[src/rtl/truth_table_sweeper.sv]
// truth_table_sweeper
// Drives a 3-input combinational circuit through rows 0..7 ({in1,in2,in3}),
// holds each row for SETTLE_CYCLES cycles, takes SAMPLES majority-voted
// samples of the circuit output, and assembles the observed truth table
// (row 0 in obs_tt[7], row 7 in obs_tt[0]). At the end of the sweep the
// observed table is compared with the expected table latched at start.
//
// Optional feature macro: TT_SWEEP_MISMATCH_LOG_EN
//   Adds mismatch_mask (obs_tt ^ exp_tt, built row by row) and the sticky
//   first_fail_row / first_fail_vld capture of the lowest failing row.
//
// Parameter ranges: SETTLE_CYCLES 1..15, SAMPLES odd 1..7.

module truth_table_sweeper #(
    parameter int unsigned SETTLE_CYCLES = 4,
    parameter int unsigned SAMPLES       = 3
) (
    input  logic       clk,
    input  logic       rst,
    input  logic       start,
    input  logic [7:0] exp_tt,
    input  logic       dut_out,
    output logic       in1,
    output logic       in2,
    output logic       in3,
    output logic       busy,
    output logic       done,
    output logic       pass,
    output logic [7:0] obs_tt
`ifdef TT_SWEEP_MISMATCH_LOG_EN
    ,
    output logic [7:0] mismatch_mask,
    output logic [2:0] first_fail_row,
    output logic       first_fail_vld
`endif
);

    // Counter reload values and the vote threshold, all fixed at elaboration.
    localparam logic [3:0] SETTLE_LOAD = 4'(SETTLE_CYCLES - 1);
    localparam logic [2:0] SAMPLE_LAST = 3'(SAMPLES - 1);
    localparam logic [2:0] VOTE_THRESH = 3'(SAMPLES / 2);

    typedef enum logic [1:0] {
        ST_IDLE   = 2'd0,
        ST_SETTLE = 2'd1,
        ST_SAMPLE = 2'd2,
        ST_DONE   = 2'd3
    } state_t;

    // Row r is stored in truth-table bit 7-r so the hex label reads row 0 first.
    function automatic logic [2:0] tt_bit_index(input logic [2:0] row);
        return 3'd7 - row;
    endfunction

    // Strict majority over SAMPLES samples: more ones than half the samples.
    function automatic logic majority_vote(input logic [2:0] ones);
        return (ones > VOTE_THRESH);
    endfunction

    state_t     state_r;
    logic [2:0] row_r;
    logic [3:0] settle_cnt_r;
    logic [2:0] sample_cnt_r;
    logic [2:0] ones_r;
    logic [7:0] exp_tt_r;
    logic       busy_r;
    logic       done_r;
    logic       pass_r;
    logic [7:0] obs_tt_r;

    logic       start_accept_s;
    logic       row_complete_s;
    logic [2:0] ones_total_s;
    logic       vote_s;
    logic [2:0] bit_idx_s;
    logic [7:0] obs_next_s;

    // Decode sweep events and build the next observed table for the current row.
    always_comb begin
        start_accept_s = 1'b0;
        row_complete_s = 1'b0;
        ones_total_s   = ones_r + {2'b00, dut_out};
        vote_s         = majority_vote(ones_total_s);
        bit_idx_s      = tt_bit_index(row_r);
        obs_next_s     = obs_tt_r;
        if (state_r == ST_IDLE) begin
            start_accept_s = start;
        end else begin
            start_accept_s = 1'b0;
        end
        if ((state_r == ST_SAMPLE) && (sample_cnt_r == SAMPLE_LAST)) begin
            row_complete_s = 1'b1;
        end else begin
            row_complete_s = 1'b0;
        end
        obs_next_s[bit_idx_s] = vote_s;
    end

    // Sweep FSM with all outputs registered; rst aborts any sweep at once.
    always_ff @(posedge clk) begin
        if (rst) begin
            state_r      <= ST_IDLE;
            row_r        <= 3'd0;
            settle_cnt_r <= 4'd0;
            sample_cnt_r <= 3'd0;
            ones_r       <= 3'd0;
            exp_tt_r     <= 8'h00;
            busy_r       <= 1'b0;
            done_r       <= 1'b0;
            pass_r       <= 1'b0;
            obs_tt_r     <= 8'h00;
        end else begin
            done_r <= 1'b0;
            case (state_r)
                ST_IDLE: begin
                    if (start) begin
                        exp_tt_r     <= exp_tt;
                        obs_tt_r     <= 8'h00;
                        pass_r       <= 1'b0;
                        row_r        <= 3'd0;
                        settle_cnt_r <= SETTLE_LOAD;
                        sample_cnt_r <= 3'd0;
                        ones_r       <= 3'd0;
                        busy_r       <= 1'b1;
                        state_r      <= ST_SETTLE;
                    end else begin
                        state_r <= ST_IDLE;
                    end
                end
                ST_SETTLE: begin
                    if (settle_cnt_r == 4'd0) begin
                        sample_cnt_r <= 3'd0;
                        ones_r       <= 3'd0;
                        state_r      <= ST_SAMPLE;
                    end else begin
                        settle_cnt_r <= settle_cnt_r - 4'd1;
                    end
                end
                ST_SAMPLE: begin
                    if (sample_cnt_r == SAMPLE_LAST) begin
                        obs_tt_r     <= obs_next_s;
                        sample_cnt_r <= 3'd0;
                        ones_r       <= 3'd0;
                        if (row_r == 3'd7) begin
                            // Inputs fall back to row 0 and busy drops before the done cycle.
                            row_r   <= 3'd0;
                            busy_r  <= 1'b0;
                            state_r <= ST_DONE;
                        end else begin
                            row_r        <= row_r + 3'd1;
                            settle_cnt_r <= SETTLE_LOAD;
                            state_r      <= ST_SETTLE;
                        end
                    end else begin
                        sample_cnt_r <= sample_cnt_r + 3'd1;
                        ones_r       <= ones_total_s;
                    end
                end
                ST_DONE: begin
                    // start is deliberately ignored here; it is honoured next cycle in IDLE.
                    done_r  <= 1'b1;
                    pass_r  <= (obs_tt_r == exp_tt_r);
                    state_r <= ST_IDLE;
                end
                default: begin
                    state_r <= ST_IDLE;
                    row_r   <= 3'd0;
                    busy_r  <= 1'b0;
                    pass_r  <= 1'b0;
                end
            endcase
        end
    end

    assign in1    = row_r[2];
    assign in2    = row_r[1];
    assign in3    = row_r[0];
    assign busy   = busy_r;
    assign done   = done_r;
    assign pass   = pass_r;
    assign obs_tt = obs_tt_r;

`ifdef TT_SWEEP_MISMATCH_LOG_EN
    logic [7:0] mismatch_mask_r;
    logic [2:0] first_fail_row_r;
    logic       first_fail_vld_r;
    logic       row_mismatch_s;

    // A completed row mismatches when its voted value differs from the latched expectation.
    always_comb begin
        row_mismatch_s = 1'b0;
        if (row_complete_s) begin
            row_mismatch_s = vote_s ^ exp_tt_r[bit_idx_s];
        end else begin
            row_mismatch_s = 1'b0;
        end
    end

    // Build the mismatch mask row by row and keep the lowest failing row (rows complete in ascending order).
    always_ff @(posedge clk) begin
        if (rst) begin
            mismatch_mask_r  <= 8'h00;
            first_fail_row_r <= 3'd0;
            first_fail_vld_r <= 1'b0;
        end else if (start_accept_s) begin
            mismatch_mask_r  <= 8'h00;
            first_fail_row_r <= 3'd0;
            first_fail_vld_r <= 1'b0;
        end else if (row_complete_s) begin
            mismatch_mask_r[bit_idx_s] <= row_mismatch_s;
            if (row_mismatch_s && !first_fail_vld_r) begin
                first_fail_row_r <= row_r;
                first_fail_vld_r <= 1'b1;
            end else begin
                first_fail_vld_r <= first_fail_vld_r;
            end
        end else begin
            mismatch_mask_r <= mismatch_mask_r;
        end
    end

    assign mismatch_mask  = mismatch_mask_r;
    assign first_fail_row = first_fail_row_r;
    assign first_fail_vld = first_fail_vld_r;
`endif

endmodule

[config.mk]
export PLATFORM = sky130hd
export DESIGN_NAME = truth_table_sweeper
export DESIGN_NICKNAME = d
export VERILOG_FILES = /design/src/rtl/truth_table_sweeper.sv
export SDC_FILE = /design/constraint.sdc
export NUM_CORES = 1
export LEC_CHECK = 0
export CORE_MARGIN = 1.5
export CORE_UTILIZATION = 45
export DETAILED_ROUTE_END_ITERATION = 7
export PLACE_DENSITY = 0.68
export SETUP_SLACK_MARGIN = 0.3
export SYNTH_ARGS = -nofsm -noshare
export SYNTH_HDL_FRONTEND = slang
export SYNTH_SLANG_ARGS = --single-unit
[constraint.sdc]
create_clock -name clk -period 2.8 [get_ports clk]
set_clock_uncertainty 0.1 [all_clocks]
set_input_delay 0.42 -clock clk [delete_from_list [all_inputs] [get_ports clk]]
set_output_delay 0.42 -clock clk [all_outputs]
set_load 0.05 [all_outputs]
-- Yosys cells after proc, flatten, opt, wreduce, memory -nomap -nowiden
Cells that the tools add are included.
- register bits after elaboration: 34
- logic and storage cells: 75
- muxes and demuxes: 32
- $add $sub $neg: 5
- eq/ne operators: 12
- reductions and logical operators: 13
- order comparisons: 3
- operator list (kind ; number):
    2-to-1 mux 3 bit ; 6
    one-hot mux 3 bit (3 select lines) ; 2
    2-to-1 mux 4 bit ; 4
    2-to-1 mux 8 bit ; 2
    one-hot mux 8 bit (2 select lines) ; 1
    one-hot mux 4 bit (3 select lines) ; 1
    bitwise mux 8 bit ; 1
    == test 8 bit ; 1
    inequality test 2 bit, second input constant ; 4
    one-hot mux 2 bit (4 select lines) ; 1
    2-to-1 mux 1 bit ; 7
    adder 3 x 1 -> 3 bit, second input constant ; 2
    2-to-1 mux 2 bit ; 3
    one-hot mux 3 bit (2 select lines) ; 1
    AND reduction 2 bit ; 3
    AND reduction 3 bit ; 2
    AND reduction 5 bit ; 1
    == test 2 bit, second input constant ; 2
    zero test 4 bit ; 1
    less-than comparator 3 x 4 -> 1 bit, second input constant ; 1
    inequality test 2 x 1 -> 1 bit, second input constant ; 2
    one-hot mux 1 bit (2 select lines) ; 2
    AND reduction 4 bit ; 1
    nonzero test 2 bit ; 2
    12 further kinds ; 12

-- Logic depth before layout (Yosys ltp)
Gate-level depths: netlist of the first run.
- depth after elaboration: 8
- mapped depth: 6
- mapped depth without buffers: 6

-- Worst setup path before layout of the first run
OpenSTA, ideal clock, no wires.
- kind: register to register
- start: register row_r[1]
- end: register settle_cnt_r[0]
- cell stages (with the launch flop): 7
- clock period less this slack: 2.011 ns
- arrival: 1.825 ns
- required time: 2.614 ns
- library setup time: 0.086 ns
- path slack: 0.789 ns
- path through: dfxtp_1 > ha_1 > ha_1 > or3b_1 > a22oi_2 > a21oi_1 > a211oi_1
- cells in the longest elaborated chain, start to end: 3
- ends and longest elaborated chain (element ; line ; source):
    start: declaration ; 61 ; logic [2:0] row_r;
    start signal: assignment ; 150 ; row_r <= row_r + 3'd1;
    == test 3 bit ; 144 ; if (row_r == 3'd7) begin
    inequality test 2 bit (no line) ; n/a ;
    AND reduction 5 bit (no line) ; n/a ;
    end signal: assignment ; 136 ; settle_cnt_r <= settle_cnt_r - 4'd1;
    end: declaration ; 62 ; logic [3:0] settle_cnt_r;
No other way between the ends.
A chain may end at the register's enable or synchronous reset.

-- Worst setup path in the final report of the first run
- start: register row_r[2]
- end: output in1
- RTL lines (element ; line ; source):
    end: declaration ; 23 ; output logic in1,
No word-level cell between the ends.

==> results of run 1 <==
[cell families after synthesis]
family,after synthesis,share of synthesized area [%]
AO/OA/AOI/OAI,54,20.50
multiplexers,1,0.6564
buffers and inverters,19,4.960
flip-flops,34,39.68
XOR/XNOR,9,4.595
AND/OR/NAND/NOR,83,25.97
adder cells (fa/ha/maj),5,3.647
[flip-flops by register name, indices dropped and copies added (netlist names), 2 cells and up]
| register | count |
|---|---|
| settle_cnt_r | 4 |
| ones_r | 3 |
| row_r | 3 |
| state_r | 2 |
| sample_cnt_r | 3 |
| obs_tt | 8 |
| exp_tt_r | 8 |
[layer usage]
metal	vias up	share of wire, %
met5	-	0
met4	0	0.87
met3	2	4.6
met2	38	49
met1	726	45
li1	779	-
[cell usage after synthesis, drive strengths merged, types with 4 or more instances]
cell type,instances,area [um2]
a211oi,4,30.03
a21oi,22,110.1
a31oi,5,31.28
buf,4,26.27
clkbuf,10,40.04
dfxtp,34,680.7
ha,5,62.56
inv,5,18.77
nand2,25,93.84
nand2b,4,27.53
nand3,5,30.03
nor2,18,70.07
nor3,6,30.03
o21ai,5,25.02
xnor2,4,35.03
xor2,5,43.79
[path summary, 6_finish.rpt]
check	endpoint	slack, ns	start
setup reg to reg	settle_cnt_r[1]	0.84	row_r[1]
hold / removal	exp_tt_r[1]	0.37	exp_tt_r[1]
hold reg to reg	exp_tt_r[1]	0.37	exp_tt_r[1]
setup / recovery	in1	0.58	row_r[2]
[layout make-up]
cell class                 instances  area, um2
fill                             340       1585
timing repair buffer              30      287.8
inverter                           5      18.77
multi-input combinational        152      949.7
tap                               48      60.06
clock inverter                     2      10.01
sequential                        34      680.7
clock buffer                       5      68.82
[layout by cell type, fill, tap and decap left out, types with 6 or more instances in the layout]
cell type        count
nand2_1             25
dfxtp_1             34
nor3_1               6
nor2_1              17
a21oi_1             22
clkdlybuf4s50_1     25
[through the flow]
| stage | total power, W | cell area, um2 | cells | setup slack (ns) | hold slack [ns] |
|---|---|---|---|---|---|
| 2_1_floorplan | 0.0006872 | 1715 | 205 | 0.7892 | 0.3478 |
| 3_3_place_gp | 0.0007367 | 1997 | 269 | 0.5038 | 0.3537 |
| 3_5_place_dp | 0.0007453 | 1997 | 269 | 0.4891 | 0.3646 |
| 4_1_cts | 0.001086 | 2076 | 276 | 0.5583 | 0.3732 |
| 5_1_grt | 0.001138 | 2076 | 276 | 0.5057 | 0.4046 |
| 6_report | 0.001068 | 2076 | 276 | 0.5831 | 0.3720 |
[power breakdown]
group	internal (W)	leakage, nW	switching [W]
clock	0.000167	0.0438	0.000168
combinational	0.0000857	0.434	0.000112
sequential	0.000508	0.276	0.0000270
==> out/qor.txt, run 1 <==
Status = finished, final reports clean
Final setup vio count = 0
Gr usage total = 20.08%
Initial Util = 46.86%
Crit path kind = reg2out
GR Util met2 = 34.79%
Grt total ovfl = 0
WP data required = 2.28 ns
Global-route layer with the greatest usage = met2
Final core occ = 56.70%
First-pass GRT wire length = 6.472 mm
CTS tree = built
H-tree depth = 2
Via count = 1545
Initial antenna violation count = 0
Worst hold path type = reg2reg
CORE AREA = 3661 um2
R2R depth = 6
Cts repair resizes = 0
Max Freq = 451.1 MHz
WL final = 3.798 mm
CP Capture Type = output port
Met1 Track Usage GR = 23.16%
Die height = 64.74 um
Fraction of layout cells with a size suffix above 1 = 9.649%
Final worst path period share = 79.17%
Distinct cell type count after synthesis = 52
Sequential element share of the synthesized area = 39.68%
Hold Crit Depth = 2
Slew headroom = 61.17%
Syn Area/Cell = 8.368 um2
Asr flop ratio synth = 0%
Slowest CP cell = clkdlybuf4s50_1
Unrepaired setup endpoints after global routing = false
Synth Cell Area = 1715 um2
Die W = 64.74 um
Syn-to-layout area delta = 21.01%
GPL Wtd Cong = 0.8515
Final hold viol count = 0
Synthesized flop and latch total = 34
Remaining DRCs = 0
CP top delay family = buffers and inverters
Crit Path Max Fanout = 10
Setup TNS = 0 ns
Post-synthesis instance total = 205
Final ANT Viol Nets = 0
Die area = 4191 um2
Fin crit period = 2.217 ns
Static Leak = 0.7539 nW
PwrDens = 514.6 nW/um2
Instance count on the critical path = 1
Syn nets = 222
Num rows = 22
Least-Margin Pin Slew = 0.5801 ns
HPWL after DPL = 2.786 mm
Port Buffer Count = 25
Post-CTS setup buffers = 0
Number of global-route vias before repair = 1429
Main synth FF type = dfxtp_1
Final slew viol count = 0
ANT cells = 0
Met3 usage = 5.208%
Avg Vias per Cell = 5.598
NumNets Final = 245
Clock transition at path regs = 0.07 ns
Crit-path cells = clkdlybuf4s50_1
Number of buffers created by CTS = 5
Post-synth EDFFs = 0
Largest net degree at the start of global routing = 16
Synthesis Warnings = 0
Crit path launch type = flop
DRT Pass-1 Iters = 4
CTS max path bufs = 2
Clk root buf = clkbuf_8
Top-Level Pins = 26
Hold_buf cts = 0
Starting DRT DRC Count = 56
Max incr delay on CP = 0.87 ns
Critical Path AT = 1.70 ns
Sink Count = 34
Max Cap Viol = 0
Max IR drop VDD = 252.2 uV
Per-cell routed wire length = 13.76 um
CP Buf/Inv Count = 1
Skew-Pair Late Insertion Delay = 0.28 ns
Note: power is estimated with default switching activity, not from simulation.
==> run 2, diff against run 1 <==
==> constraint.sdc (replaced) <==
create_clock -name clk -period 2.3 [get_ports clk]
set_clock_uncertainty 0.1 [all_clocks]
set_input_delay 0.345 -clock clk [delete_from_list [all_inputs] [get_ports clk]]
set_output_delay 0.345 -clock clk [all_outputs]
set_load 0.05 [all_outputs]
==> run 2 against run 1 <==
Cell area up 3.4%. Largest cell class unchanged. Sequential cell count unchanged. Register-to-register slack got worse by 0.50 ns. Via count is 2.0% higher. Clock power rose by 34%. Die area stayed put. Critical path depth up 6. Non-clock buffer count up 4. Clock-buffer cell count up 2. Sequential share of layout area is 0.97 points lower.
==> out/qor.txt, run 2 (synthesis results as in run 1) <==
Die height = 64.74 um (unchanged)
Status = finished, final reports clean (unchanged)
Psw = 0.0003886 W (was 0.0003075 W)
ANT cells = 0 (unchanged)
Top-Level Pins = 26 (unchanged)
Met1 Track Usage GR = 23.37% (was 23.16%)
Final worst path period share = 85.02%
Clock transition at path regs = 0.07 ns (about the same)
Gr usage total = 19.67% (was 20.08%)
Skew-Pair Late Insertion Delay = 0.28 ns (about the same)
GPL Wtd Cong = 0.8402 (was 0.8515)
Remaining DRCs = 0 (unchanged)
Max Freq = 511.4 MHz
Avg Vias per Cell = 5.609 (was 5.598)
Port Buffer Count = 25 (unchanged)
Internal power = 0.0009776 W (was 0.0007606 W)
Initial Util = 46.86% (unchanged)
Most used cells in the layout excluding fill and tap cells = dfxtp_1, nand2_1, a21oi_1, clkdlybuf4s50_1, nor2_1 (was dfxtp_1, nand2_1, clkdlybuf4s50_1)
Worst hold path type = reg2reg (unchanged)
Crit path launch type = flop (unchanged)
Met3 usage = 5.382% (was 5.208%)
CP Capture Type = flop (was output port)
Combinational share of power = 19.4% (was 18.5%)
Least-Margin Pin Slew = 0.4962 ns (was 0.5801 ns)
Crit Path Max Fanout = 11 (was 10)
Max IR drop VDD = 343.4 uV (was 252.2 uV)
GR Util met2 = 34.28% (was 34.79%)
Net Sw Frac = 28.44% (was 28.79%)
HPWL after DPL = 2.859 mm (was 2.786 mm)
Setup TNS = 0 ns (unchanged)
Critical Path AT = 2.03 ns (was 1.70 ns)
Commonest non-fill, non-tap cell in the layout = dfxtp_1 (unchanged)
CTS tree = built (unchanged)
Slew headroom = 66.81% (was 61.17%)
Grt total ovfl = 0 (unchanged)
Final setup vio count = 0 (unchanged)
Final Non-Filler Cells = 281 (was 276)
H-tree depth = 2 (unchanged)
Crit path kind = reg2reg (was reg2out)
Syn-to-layout area delta = 25.16% (was 21.01%)
Initial antenna violation count = 0 (unchanged)
Share of power burned in registers = 47.8% (was 50.1%)
WL final = 3.999 mm (was 3.798 mm)
Num rows = 22 (unchanged)
First-pass GRT wire length = 6.430 mm (was 6.472 mm)
Static Leak = 0.7953 nW (was 0.7539 nW)
DRT Pass-1 Iters = 5 (was 4)
WP data required = 2.37 ns (was 2.28 ns)
Starting DRT DRC Count = 57 (was 56)
Fin crit period = 1.955 ns
PwrDens = 636.3 nW/um2 (was 514.6 nW/um2)
CTS max path bufs = 2 (unchanged)
Final slew viol count = 0 (unchanged)
Die W = 64.74 um (unchanged)
Die area = 4191 um2 (unchanged)
Final hold viol count = 0 (unchanged)
Unrepaired setup endpoints after global routing = true (was false)
CORE AREA = 3661 um2 (unchanged)
Per-cell routed wire length = 14.23 um (was 13.76 um)
Sink Count = 34 (unchanged)
Placed Cells = 271 (was 269)
NumNets Final = 249 (was 245)
Global-route layer with the greatest usage = met2 (unchanged)
Largest net degree at the start of global routing = 18 (was 16)
Fraction of layout cells with a size suffix above 1 = 14.59% (was 9.649%)
Clk root buf = clkbuf_8 (unchanged)
Number of global-route vias before repair = 1425 (was 1429)
Number of buffers created by CTS = 5 (unchanged)
Via count = 1576 (was 1545)
Final ANT Viol Nets = 0 (unchanged)
Final core occ = 58.65% (was 56.70%)
Clock share of power = 32.8% (was 31.3%)
Max Cap Viol = 0 (unchanged)
## run 2: cell count changes in the layout (fill, tap and decap cells not counted), sizes merged
| cell | delta |
|---|---|
| buf | +4 |
| clkdlybuf4s50 | -3 |
| dlygate4sd2 | +3 |
| clkbuf | +2 |
| clkinv | -1 |
## run 2: path summary, 6_finish.rpt
path / startpoint / to / slack [ns] / cells past startpoint
max: row_r[1] / settle_cnt_r[3] / 0.34 / 7
max reg2reg: row_r[1] / settle_cnt_r[3] / 0.34 / 7
min: exp_tt_r[4] / exp_tt_r[4] / 0.37 / 2
min reg2reg: exp_tt_r[4] / exp_tt_r[4] / 0.37 / 2
## run 2: critical path, stage by stage (launching register included)
cell and delay, ns:
dfxtp_2 0.38, ha_1 0.22, ha_1 0.22, or3b_1 0.38, a22oi_2 0.24, buf_4 0.16, nand2b_1 0.09, a21oi_1 0.06
## run 2: power by group through the flow
stage	logic [W]	registers, W	clock network (W)
after floorplan	0.000177	0.000660	0
after global placement	0.000243	0.000663	0
after detailed placement	0.000252	0.000665	0
after CTS	0.000253	0.000652	0.000460
after global routing	0.000290	0.000658	0.000486
final	0.000265	0.000653	0.000448
## run 2: per-layer routing
metal	wire length (um)	share of wire, %
met4	49	1.2
met1	1748	44
met2	2025	51
met5	0	0
met3	175	4.4
## run 2: through the flow
| stage | instance area (um2) | hold WS (ns) | power (W) | worst slack [ns] |
|---|---|---|---|---|
| final | 2147 | 0.3701 | 0.001366 | 0.3446 |
| after floorplan | 1717 | 0.3478 | 0.0008365 | 0.3929 |
| after global routing | 2147 | 0.3977 | 0.001434 | 0.2571 |
| after CTS | 2101 | 0.3720 | 0.001366 | 0.3105 |
| after global placement | 2013 | 0.3538 | 0.0009057 | 0.08194 |
| after detailed placement | 2013 | 0.3630 | 0.0009173 | 0.04288 |
## run 2: repair_timing
action | 4_1_cts | 5_1_grt
resized for setup | 3 | 8
buffers inserted | 0 | 2
hold buffers | 0 | 0
pin swaps | 0 | 3
endpoints found under the setup margin | 3 | 9
## run 2: cell type report
class,count,area (um2)
clock buffer,7,86.33
timing repair buffer,34,314.1
sequential,34,683.2
inverter,5,18.77
tap,48,60.06
clock inverter,1,5.005
fill,336,1514
multi-input combinational,152,979.7
==> run 3, diff against run 2 <==
--- a/config.mk
+++ b/config.mk
@@ -8,6 +8,7 @@
 export CORE_MARGIN = 1.5
 export CORE_UTILIZATION = 45
 export DETAILED_ROUTE_END_ITERATION = 7
+export HOLD_SLACK_MARGIN = 0.1
 export PLACE_DENSITY = 0.68
 export SETUP_SLACK_MARGIN = 0.3
 export SYNTH_ARGS = -nofsm -noshare
==> results of run 3 <==
The final DEF is identical to that of run 2; final timing and power are the same.
